**src/rtl/types.sv**
```systemverilog
// Shared bus types for the core interconnect.
//   word_t : 32-bit Wishbone data/address word
//   bsel_t : 4-bit byte-lane select
package types;
  typedef logic [31:0] word_t;
  typedef logic [3:0]  bsel_t;
endpackage

```
**src/rtl/wb_timer_pkg.sv**
```systemverilog
// Constants and helpers for the memory-mapped machine timer.
//   reg_idx_e    : register index decoded from adr[4:2]
//   CTRL_EN_BIT  : position of the enable bit in ctrl
//   MTIMECMP_RST : reset value of mtimecmp (never fires after reset)
//   merge_bytes  : byte-lane write merge
package wb_timer_pkg;
  import types::word_t;
  import types::bsel_t;

  typedef enum logic [2:0] {
    REG_MTIME_LO    = 3'd0,
    REG_MTIME_HI    = 3'd1,
    REG_MTIMECMP_LO = 3'd2,
    REG_MTIMECMP_HI = 3'd3,
    REG_CTRL        = 3'd4
  } reg_idx_e;

  localparam int unsigned CTRL_EN_BIT  = 0;
  localparam logic [63:0] MTIMECMP_RST = '1;

  function automatic word_t merge_bytes(word_t old_v, word_t new_v, bsel_t sel);
    word_t r;
    r = old_v;
    for (int unsigned i = 0; i < 4; i++) begin
      if (sel[i]) r[8*i +: 8] = new_v[8*i +: 8];
    end
    return r;
  endfunction
endpackage

```
**src/rtl/wishbone.sv**
```systemverilog
// Pipelined Wishbone bus bundle.
//   master : drives stb, adr, sel, we, dat_w; receives stall, ack, dat_r
//   slave  : mirror of master
interface wishbone;
  import types::*;
  logic  stb;
  logic  stall;
  logic  ack;
  word_t adr;
  bsel_t sel;
  logic  we;
  word_t dat_r;
  word_t dat_w;

  modport master (output stb, adr, sel, we, dat_w, input stall, ack, dat_r);
  modport slave  (input stb, adr, sel, we, dat_w, output stall, ack, dat_r);
endinterface

```
**src/rtl/tick_gen.sv**
```systemverilog
// Prescaler for the machine timer: emits one tick every PRESCALE enabled cycles.
//   clk   : clock
//   rst_n : synchronous active-low reset
//   en    : count enable; pre holds while low
//   clr   : restart the prescale period (pre -> 0)
//   tick  : high in the cycle where pre == PRESCALE-1 and en is high
module tick_gen #(
  parameter int unsigned PRESCALE = 1
) (
  input  logic clk,
  input  logic rst_n,
  input  logic en,
  input  logic clr,
  output logic tick
);
  localparam logic [15:0] PRE_MAX = 16'(PRESCALE - 1);

  logic [15:0] pre_q, pre_d;

  assign tick = en && (pre_q == PRE_MAX);

  always_comb begin
    pre_d = pre_q;
    if (clr)      pre_d = '0;
    else if (en)  pre_d = tick ? '0 : pre_q + 16'd1;
  end

  always_ff @(posedge clk) begin
    if (!rst_n) pre_q <= '0;
    else        pre_q <= pre_d;
  end
endmodule

```
**src/rtl/wb_timer.sv**
```systemverilog
// Memory-mapped machine timer (Wishbone pipelined slave).
//   clk   : clock
//   rst_n : synchronous active-low reset
//   bus   : wishbone.slave; single-cycle ack, never stalls
//   irq   : registered level interrupt, mtime >= mtimecmp
// Map on adr[4:2]: 0/1 mtime lo/hi, 2/3 mtimecmp lo/hi, 4 ctrl (bit0 en),
// 5..7 read zero, writes ignored.
module wb_timer #(
  parameter int unsigned PRESCALE = 1
) (
  input  logic   clk,
  input  logic   rst_n,
  wishbone.slave bus,
  output logic   irq
);
  import types::*;
  import wb_timer_pkg::*;

  logic [63:0] mtime_q, mtime_d;
  logic [63:0] mtimecmp_q, mtimecmp_d;
  logic        en_q, en_d;
  logic        ack_q;
  word_t       dat_r_q, dat_r_d;
  logic        irq_q;

  reg_idx_e    idx;
  logic        accept, wr, mtime_wr, tick;
  word_t       rdata;
  logic        unused_adr;

  assign unused_adr = ^{bus.adr[31:5], bus.adr[1:0]};

  assign accept   = bus.stb;
  assign idx      = reg_idx_e'(bus.adr[4:2]);
  assign wr       = accept && bus.we;
  assign mtime_wr = wr && ((idx == REG_MTIME_LO) || (idx == REG_MTIME_HI));

  tick_gen #(.PRESCALE(PRESCALE)) u_tick (
    .clk  (clk),
    .rst_n(rst_n),
    .en   (en_q),
    .clr  (mtime_wr),
    .tick (tick)
  );

  always_comb begin
    rdata = '0;
    case (idx)
      REG_MTIME_LO:    rdata = mtime_q[31:0];
      REG_MTIME_HI:    rdata = mtime_q[63:32];
      REG_MTIMECMP_LO: rdata = mtimecmp_q[31:0];
      REG_MTIMECMP_HI: rdata = mtimecmp_q[63:32];
      REG_CTRL:        rdata[CTRL_EN_BIT] = en_q;
      default:         rdata = '0;
    endcase
  end

  // A write to either mtime half rebuilds mtime_d from the pre-increment value,
  // which drops the whole 64-bit increment (carry included) for that cycle.
  always_comb begin
    mtime_d    = tick ? mtime_q + 64'd1 : mtime_q;
    mtimecmp_d = mtimecmp_q;
    en_d       = en_q;
    if (wr) begin
      case (idx)
        REG_MTIME_LO:
          mtime_d = {mtime_q[63:32], merge_bytes(mtime_q[31:0], bus.dat_w, bus.sel)};
        REG_MTIME_HI:
          mtime_d = {merge_bytes(mtime_q[63:32], bus.dat_w, bus.sel), mtime_q[31:0]};
        REG_MTIMECMP_LO:
          mtimecmp_d[31:0] = merge_bytes(mtimecmp_q[31:0], bus.dat_w, bus.sel);
        REG_MTIMECMP_HI:
          mtimecmp_d[63:32] = merge_bytes(mtimecmp_q[63:32], bus.dat_w, bus.sel);
        REG_CTRL:
          if (bus.sel[0]) en_d = bus.dat_w[CTRL_EN_BIT];
        default: ;
      endcase
    end
  end

  always_comb begin
    dat_r_d = '0;
    if (accept && !bus.we) dat_r_d = rdata;
  end

  always_ff @(posedge clk) begin
    if (!rst_n) begin
      mtime_q    <= '0;
      mtimecmp_q <= MTIMECMP_RST;
      en_q       <= 1'b0;
      ack_q      <= 1'b0;
      dat_r_q    <= '0;
      irq_q      <= 1'b0;
    end else begin
      mtime_q    <= mtime_d;
      mtimecmp_q <= mtimecmp_d;
      en_q       <= en_d;
      ack_q      <= accept;
      dat_r_q    <= dat_r_d;
      irq_q      <= (mtime_q >= mtimecmp_q);
    end
  end

  assign bus.stall = 1'b0;
  assign bus.ack   = ack_q;
  assign bus.dat_r = dat_r_q;
  assign irq       = irq_q;
endmodule

```
**src/flat_wrapper.sv**
```systemverilog
// flat-port wrapper written by rule: the top's interface ports become plain ports
module wb_timer_flat import types::*; import wb_timer_pkg::*;
#(
  parameter int unsigned PRESCALE = 1
)
  (clk, rst_n, irq, bus_stb, bus_adr, bus_sel, bus_we, bus_dat_w, bus_stall, bus_ack, bus_dat_r);
  wishbone bus_i ();
  input  logic clk;
  input  logic rst_n;
  output logic irq;
  input wire logic [$bits(bus_i.stb)-1:0] bus_stb;
  input wire logic [$bits(bus_i.adr)-1:0] bus_adr;
  input wire logic [$bits(bus_i.sel)-1:0] bus_sel;
  input wire logic [$bits(bus_i.we)-1:0] bus_we;
  input wire logic [$bits(bus_i.dat_w)-1:0] bus_dat_w;
  output wire logic [$bits(bus_i.stall)-1:0] bus_stall;
  output wire logic [$bits(bus_i.ack)-1:0] bus_ack;
  output wire logic [$bits(bus_i.dat_r)-1:0] bus_dat_r;
  assign bus_i.stb = bus_stb;
  assign bus_i.adr = bus_adr;
  assign bus_i.sel = bus_sel;
  assign bus_i.we = bus_we;
  assign bus_i.dat_w = bus_dat_w;
  assign bus_stall = bus_i.stall;
  assign bus_ack = bus_i.ack;
  assign bus_dat_r = bus_i.dat_r;
  wb_timer #(.PRESCALE(PRESCALE)) u_core (.clk(clk), .rst_n(rst_n), .bus(bus_i), .irq(irq));
endmodule
```
**config.mk**
```make
export PLATFORM = sky130hd
export DESIGN_NAME = wb_timer_flat
export DESIGN_NICKNAME = d
export VERILOG_FILES = /design/src/rtl/types.sv /design/src/rtl/wb_timer_pkg.sv /design/src/rtl/wishbone.sv /design/src/rtl/tick_gen.sv /design/src/rtl/wb_timer.sv /design/src/flat_wrapper.sv
export SDC_FILE = /design/constraint.sdc
export NUM_CORES = 1
export LEC_CHECK = 0
export CELL_PAD_IN_SITES_DETAIL_PLACEMENT = 2
export CELL_PAD_IN_SITES_GLOBAL_PLACEMENT = 2
export CORE_ASPECT_RATIO = 1.4
export CORE_MARGIN = 2
export CORE_UTILIZATION = 30
export CTS_BUF_LIST = sky130_fd_sc_hd__clkbuf_4
export CTS_CLUSTER_SIZE = 28
export DETAILED_ROUTE_END_ITERATION = 7
export GPL_TIMING_DRIVEN = 0
export PLACE_DENSITY_LB_ADDON = 0.1
export SLEW_MARGIN = 30
export SYNTH_ARGS = -nofsm -noshare
export SYNTH_HDL_FRONTEND = slang
export SYNTH_HIERARCHICAL = 1
export SYNTH_SLANG_ARGS = --single-unit
```
**constraint.sdc**
```tcl
create_clock -name clk -period 3.3 [get_ports clk]
set_input_delay 0.66 -clock clk [delete_from_list [all_inputs] [get_ports clk]]
set_output_delay 0.66 -clock clk [all_outputs]
set_load 0.005 [all_outputs]
```
* Yosys cells after proc, flatten, opt, wreduce, memory -nomap -nowiden
Index checks and enable logic that the tools add are counted.
** Storage, ports and cells
- Output and inout port bits :: 35
- Input bits :: 72
- Register bits after elaboration :: 179
** Operators by class
- Reductions and logical operators :: 27
- $add $sub $neg :: 2
- Order comparisons :: 1
- Multiplexer cells :: 10
- Equality and inequality tests :: 14
- Bitwise gates (word level) :: 1
** Operators by type and width (count)
- two-way mux 64 bit :: 2
- case mux 64 bit (2 select lines) :: 1
- case mux 31 bit (4 select lines) :: 1
- adder 64 x 1 -> 64 bit (second input constant) :: 1
- greater-or-equal comparator 64 bit :: 1
- two-way mux 8 bit :: 4
- AND reduction 3 bit :: 9
- != test 3 bit (second input constant) :: 8
- AND reduction 2 bit :: 9
- adder 16 x 1 -> 16 bit (second input constant) :: 1
- logical NOT 16 bit :: 1
- two-way mux 16 bit :: 1
- equality test 3 x 2 -> 1 bit (second input constant) :: 2
- case mux 1 bit (5 select lines) :: 1
- logical AND 1 bit :: 4
- != test 2 bit (second input constant) :: 2
- equality test 3 x 1 -> 1 bit (second input constant) :: 1
- equality test 3 bit (second input constant) :: 1
- logical NOT 3 bit :: 1
- OR reduction 2 bit :: 1
- logical NOT 1 bit :: 1
- logical OR 1 bit :: 1
- NOT 1 bit :: 1

* Depth between registers and ports, before layout
- Depth after elaboration :: 5
- Mapped depth :: 13

* Modules after synthesis
The synthesis kept the hierarchy.
** Modules (own cells, without submodules)
- wb_timer :: area each 9640.5 um^2, cells each 1257, seq. area each 3263.1 um^2, instances 1
- tick_gen :: area each 792.0 um^2, cells each 93, seq. area each 320.3 um^2, instances 1

* Worst setup path after synthesis
OpenSTA, ideal clock, no wires.
- Path kind :: register to register
- Start :: register u_core.u_tick.pre_q[0]
- End :: register u_core.mtime_q[50]
- Stages on the path, launching flop included :: 13
- Path slack :: 564 ps
- Setup time :: 134 ps
- Arrival time :: 2602 ps
- Path buffers :: 1
- Cells stage by stage :: dfxtp_1 -> inv_1 -> ha_1 -> nor4b_1 -> nand4_1 -> inv_1 -> and4_1 -> and3_1 -> and3_1 -> buf_6 -> nand2_2 -> and4_4 -> or4_1
** On the way
- Longest elaborated chain between the ends :: 5
** Ends and longest elaborated chain
- start, declared :: RTL line tick_gen.sv:18 : logic [15:0] pre_q, pre_d;
- start signal, assigned :: RTL line tick_gen.sv:30 : else pre_q <= pre_d;
- logical NOT 16 bit * :: RTL line tick_gen.sv:20 : assign tick = en && (pre_q == PRE_MAX);
- logical AND 1 bit * :: RTL line tick_gen.sv:20
- named net u_core.tick :: RTL line wb_timer.sv:27 : logic accept, wr, mtime_wr, tick;
- two-way mux 64 bit * :: RTL line wb_timer.sv:61 : mtime_d = tick ? mtime_q + 64'd1 : mtime_q;
- case mux 64 bit (2 select lines) :: RTL line wb_timer.sv:65 : case (idx)
- two-way mux 64 bit * :: RTL line wb_timer.sv:64 : if (wr) begin
- end signal, assigned :: RTL line wb_timer.sv:95 : mtime_q <= mtime_d;
- end, declared :: RTL line wb_timer.sv:19 : logic [63:0] mtime_q, mtime_d;
The timed path passes the listed nets; every way through them passes the cells marked *.
A chain may end at the register's enable or synchronous reset.

* Worst setup path after layout
- Start :: input port bus_we
- End :: register u_core.mtime_q[28]
** On the way
- Longest elaborated chain between the ends :: 3
** Ends and longest elaborated chain
- start, declared :: RTL line flat_wrapper.sv:14 : input wire logic [$bits(bus_i.we)-1:0] bus_we;
- logical AND 1 bit * :: RTL line wb_timer.sv:35 : assign wr = accept && bus.we;
- != test 3 bit (no line) or != test 2 bit (tied branches)
- AND reduction 2 bit (no line)
Mark *: on every way between the ends. The rest lies on a longest branch, timed or not.

==> impl_metrics.yaml <==
power_and_ir_drop:
  power.density_nw_per_um2: 350
  switching_power_mw: 1.25
  ir_drop_v: 0.000173
  finalPower_mw: 4.28
  seqPwrFrac_pct: 52.5
  p_sw_share_pct: 29.3
  pwr-share-clk_pct: 36.8
  p_leak_nw: 5.10
  p_comb_share_pct: 10.7
  p_int_mw: 3.03
final_layout:
  area_growth_pct: 17.3
  instances_no_fill: 1920
  utilization_pct: 35.9
  drive_above_1_share_pct: 6.55
  nFillCells: 3993
  final_net_count: 1592
setup_path:
  critPathLaunchType: "input port"
  critPathArrivalTime_ns: 3.76
  worst-r2r-cell-count: 14
  path_class: "input port to flip-flop"
  slowest_stage: "buf_1"
  r2r_setup_slack_ns: 0.21
  max_stage_delay_ns: 0.72
  r2r_start: "u_core/u_tick/pre_q[0]"
  crit_chain: "clkdlybuf4s50_1 -> nand2_1 -> or3_1 -> clkbuf_1 -> inv_1 -> buf_4 -> buf_1 -> o21ai_0 -> a32o_1"
  worstReg2RegEnd: "u_core/mtime_q[51]"
  crit_fanout: 10
  critical_path_required_ns: 3.84
  crit_path_end_kind: "flip-flop"
drt:
  post-route-drc-count: 0
  drtIter0Drc: 741
  routedWlPerCell_um: 27.2
  num_vias: 11357
  first_pass_iters: 6
  via_per_inst: 5.92
  wl_um: 52200
  ant_nets: 0
timing:
  fin_crit_ns: 3.21
  worstMarginPinSlew_ns: 1.09
  finalClockSkew_ns: 0.0331
  fin_crit_sh_pct: 97.4
  setup_violations: 0
  fmax_mhz: 311
  hold_viol_final: 0
  final_max_slew_viol_count: 0
  max_slew_margin_pct: 27.2
global_routing:
  grt-ovfl-total: 0
  grt_pass1_vias: 12018
  grt_first_pass_wirelength_um: 77600
  grt_max_degree: 17
  grt.total_usage_pct: 29.0
  antenna_found_initial: 2
placed_design:
  portBuffers: 72
  dp_hpwl_um: 39600
  gp_congestion: 0.899
  post-place-cells: 1874
yosys:
  synth.distinct_cells: 77
  synth_edf_count: 0
  synth_nets: 1489
  syn_avg_cell_area_um2: 7.73
  yosysSeqAreaShare_pct: 34.3
  yosysWarnings: 6
  syn_area_um2: 10400
  synth_ff_type: "dfxtp_1"
  async_reset_ff_share_pct: 0
  synth-seq-cells: 179
  netlist_instances: 1350
cts:
  htree_num_levels: 4
  path_clk_slew_ns: 0.15
  cts_tree: "yes"
  numClockSinks: 179
  clk_latency_ns: 0.67
  cts_buffers: 17
  clock_path_buffers: 2
  cts-root-buf: "clkbuf_4"
floorplan:
  start_util_pct: 30.6
  dieArea_um2: 36300
  io_pins: 107
  num_rows: 80
  die-width_um: 162
  die_h_um: 225
  coreArea_um2: 34100
min_path:
  min_from: "u_core/mtimecmp_q[53]"
  hold_end: "u_core/mtimecmp_q[53]"
  hold_path.class: "flip-flop to flip-flop"
  hold_depth: 2
status:
  status: "complete, no violations"
run:
  maxCapViolations: 0
-- worst max-delay path: cells and delay by family --
kind,cells,cell delay [ns]
buf+inv,5,1.91
simple gates,2,0.63
compound gates,2,0.53
-- how the worst max path moves through the flow --
stage | from | end | slack (ns)
after global placement | bus_adr[3] | u_core/mtimecmp_q[31] | -1.11
after global routing | u_core/u_tick/pre_q[0] | u_core/mtime_q[43] | -0.004
after CTS | u_core/u_tick/pre_q[0] | u_core/mtime_q[50] | 0.002
after floorplan | u_core/u_tick/pre_q[0] | u_core/mtime_q[50] | 0.56
final | bus_we | u_core/mtime_q[28] | 0.09
after detailed placement | bus_we | u_core/u_tick/pre_q[10] | -0.99
-- final cells by class --
class,count,area (µm²),share of cell area [%]
Multi-Input combinational cell,998,6230,50.9
Sequential cell,179,3590,29.3
Timing Repair Buffer,84,811,6.62
Tap cell,451,564,4.61
Buffer,86,364,2.97
Inverter,87,327,2.67
Clock inverter,14,210,1.72
Clock buffer,18,135,1.10
Antenna cell,3,7.51,0.0613
-- power by group through the flow --
stage / registers [mW] / clock network, mW / logic [mW]
2_1_floorplan: 2.27 / 0 / 0.217
3_3_place_gp: 2.29 / 0 / 0.437
3_5_place_dp: 2.29 / 0 / 0.450
4_1_cts: 2.25 / 1.62 / 0.453
5_1_grt: 2.26 / 1.70 / 0.489
6_report: 2.25 / 1.57 / 0.459
-- stage by stage --
step	setup TNS [ns]	hold slack (ns)	instance area (µm²)	setup slack [ns]
5_1_grt	-0.00420	0.521	12200	-0.00420
2_1_floorplan	0	0.447	10400	0.564
3_3_place_gp	-83.61	0.468	11700	-1.11
4_1_cts	0	0.505	12100	0.00208
3_5_place_dp	-51.83	0.486	11700	-0.988
6_report	0	0.499	12200	0.0853
-- layout by cell type, fill, tap and decap left out, types with 13 or more instances in the layout --
cell type and instances:
a21oi_1 117, a22oi_1 78, a31oi_1 20, and4_1 15
buf_4 14, clkbuf_1 63, clkbuf_4 21, clkdlybuf4s50_1 72
dfxtp_1 177, ha_1 67, inv_1 85, nand2_1 145
nand3_1 153, nand4_1 27, nor2_1 73, nor3_1 25
nor4_1 16, o211ai_1 13, o21ai_0 60, o22ai_1 14
xnor2_1 20
-- sequential cells by signal, summed over array words and instances, names as in the netlist --
name and cells:
u_core/mtimecmp_q 64, u_core/u_tick/pre_q 16, u_core/en_q 1, u_core/irq 1, u_core/bus.ack 1, u_core/bus.dat_r 32
u_core/mtime_q 64
-- synthesized netlist by cell type, types with 5 or more instances --
cell type	count	area (µm²)
nor3b_1	8	60.1
o221ai_1	5	43.8
o22ai_1	14	87.6
o221a_2	6	67.6
a221oi_1	5	43.8
a21oi_1	117	586
nand2b_1	7	43.8
inv_1	86	323
ha_1	67	838
or4_1	5	37.5
buf_1	6	22.5
nand4_1	27	169
a22oi_1	78	586
buf_2	8	40.0
or3_1	8	50.1
and3_1	11	68.8
xor2_1	7	61.3
a32o_1	6	60.1
dfxtp_1	179	3580
nor2_1	73	274
o21ai_0	60	300
nand3_1	153	766
nor4_1	19	119
o211ai_1	13	97.6
xnor2_1	20	175
o31ai_1	6	45.0
a31oi_1	20	125
and4_1	16	140
and2_1	6	37.5
nand2_1	145	544
clkbuf_1	69	259
nor3_1	28	140
-- per-layer routing --
metal  wire length, µm  GRT usage (%)  up-vias
li1                  -              -     5146
met1             20400           32.1     5784
met2             26600           51.9      306
met3              1900           4.08      121
met4              3320           17.9        0
met5                 0              0        -
-- cell families after synthesis --
logic type / Yosys count / synth area share [%]
and+or+nand+nor: 533 / 26.0
AOI/OAI and AO/OA: 364 / 22.2
DFF: 179 / 34.3
buffers and inverters: 173 / 6.44
adders and majority gates: 67 / 8.04
xor gates and xnor gates: 27 / 2.27
muxes: 6 / 0.600
other: 1 / 0.0359
-- timing repair --
action / CTS / global route
endpoints found under the setup margin: 35 / 37
endpoints found under the hold margin: 0 / 0
pin swaps: 3 / 2
hold buffers: 0 / 0
buffers inserted: 4 / 7
gates resized for setup: 7 / 17
No activity file was read; power rests on OpenSTA's default activity.
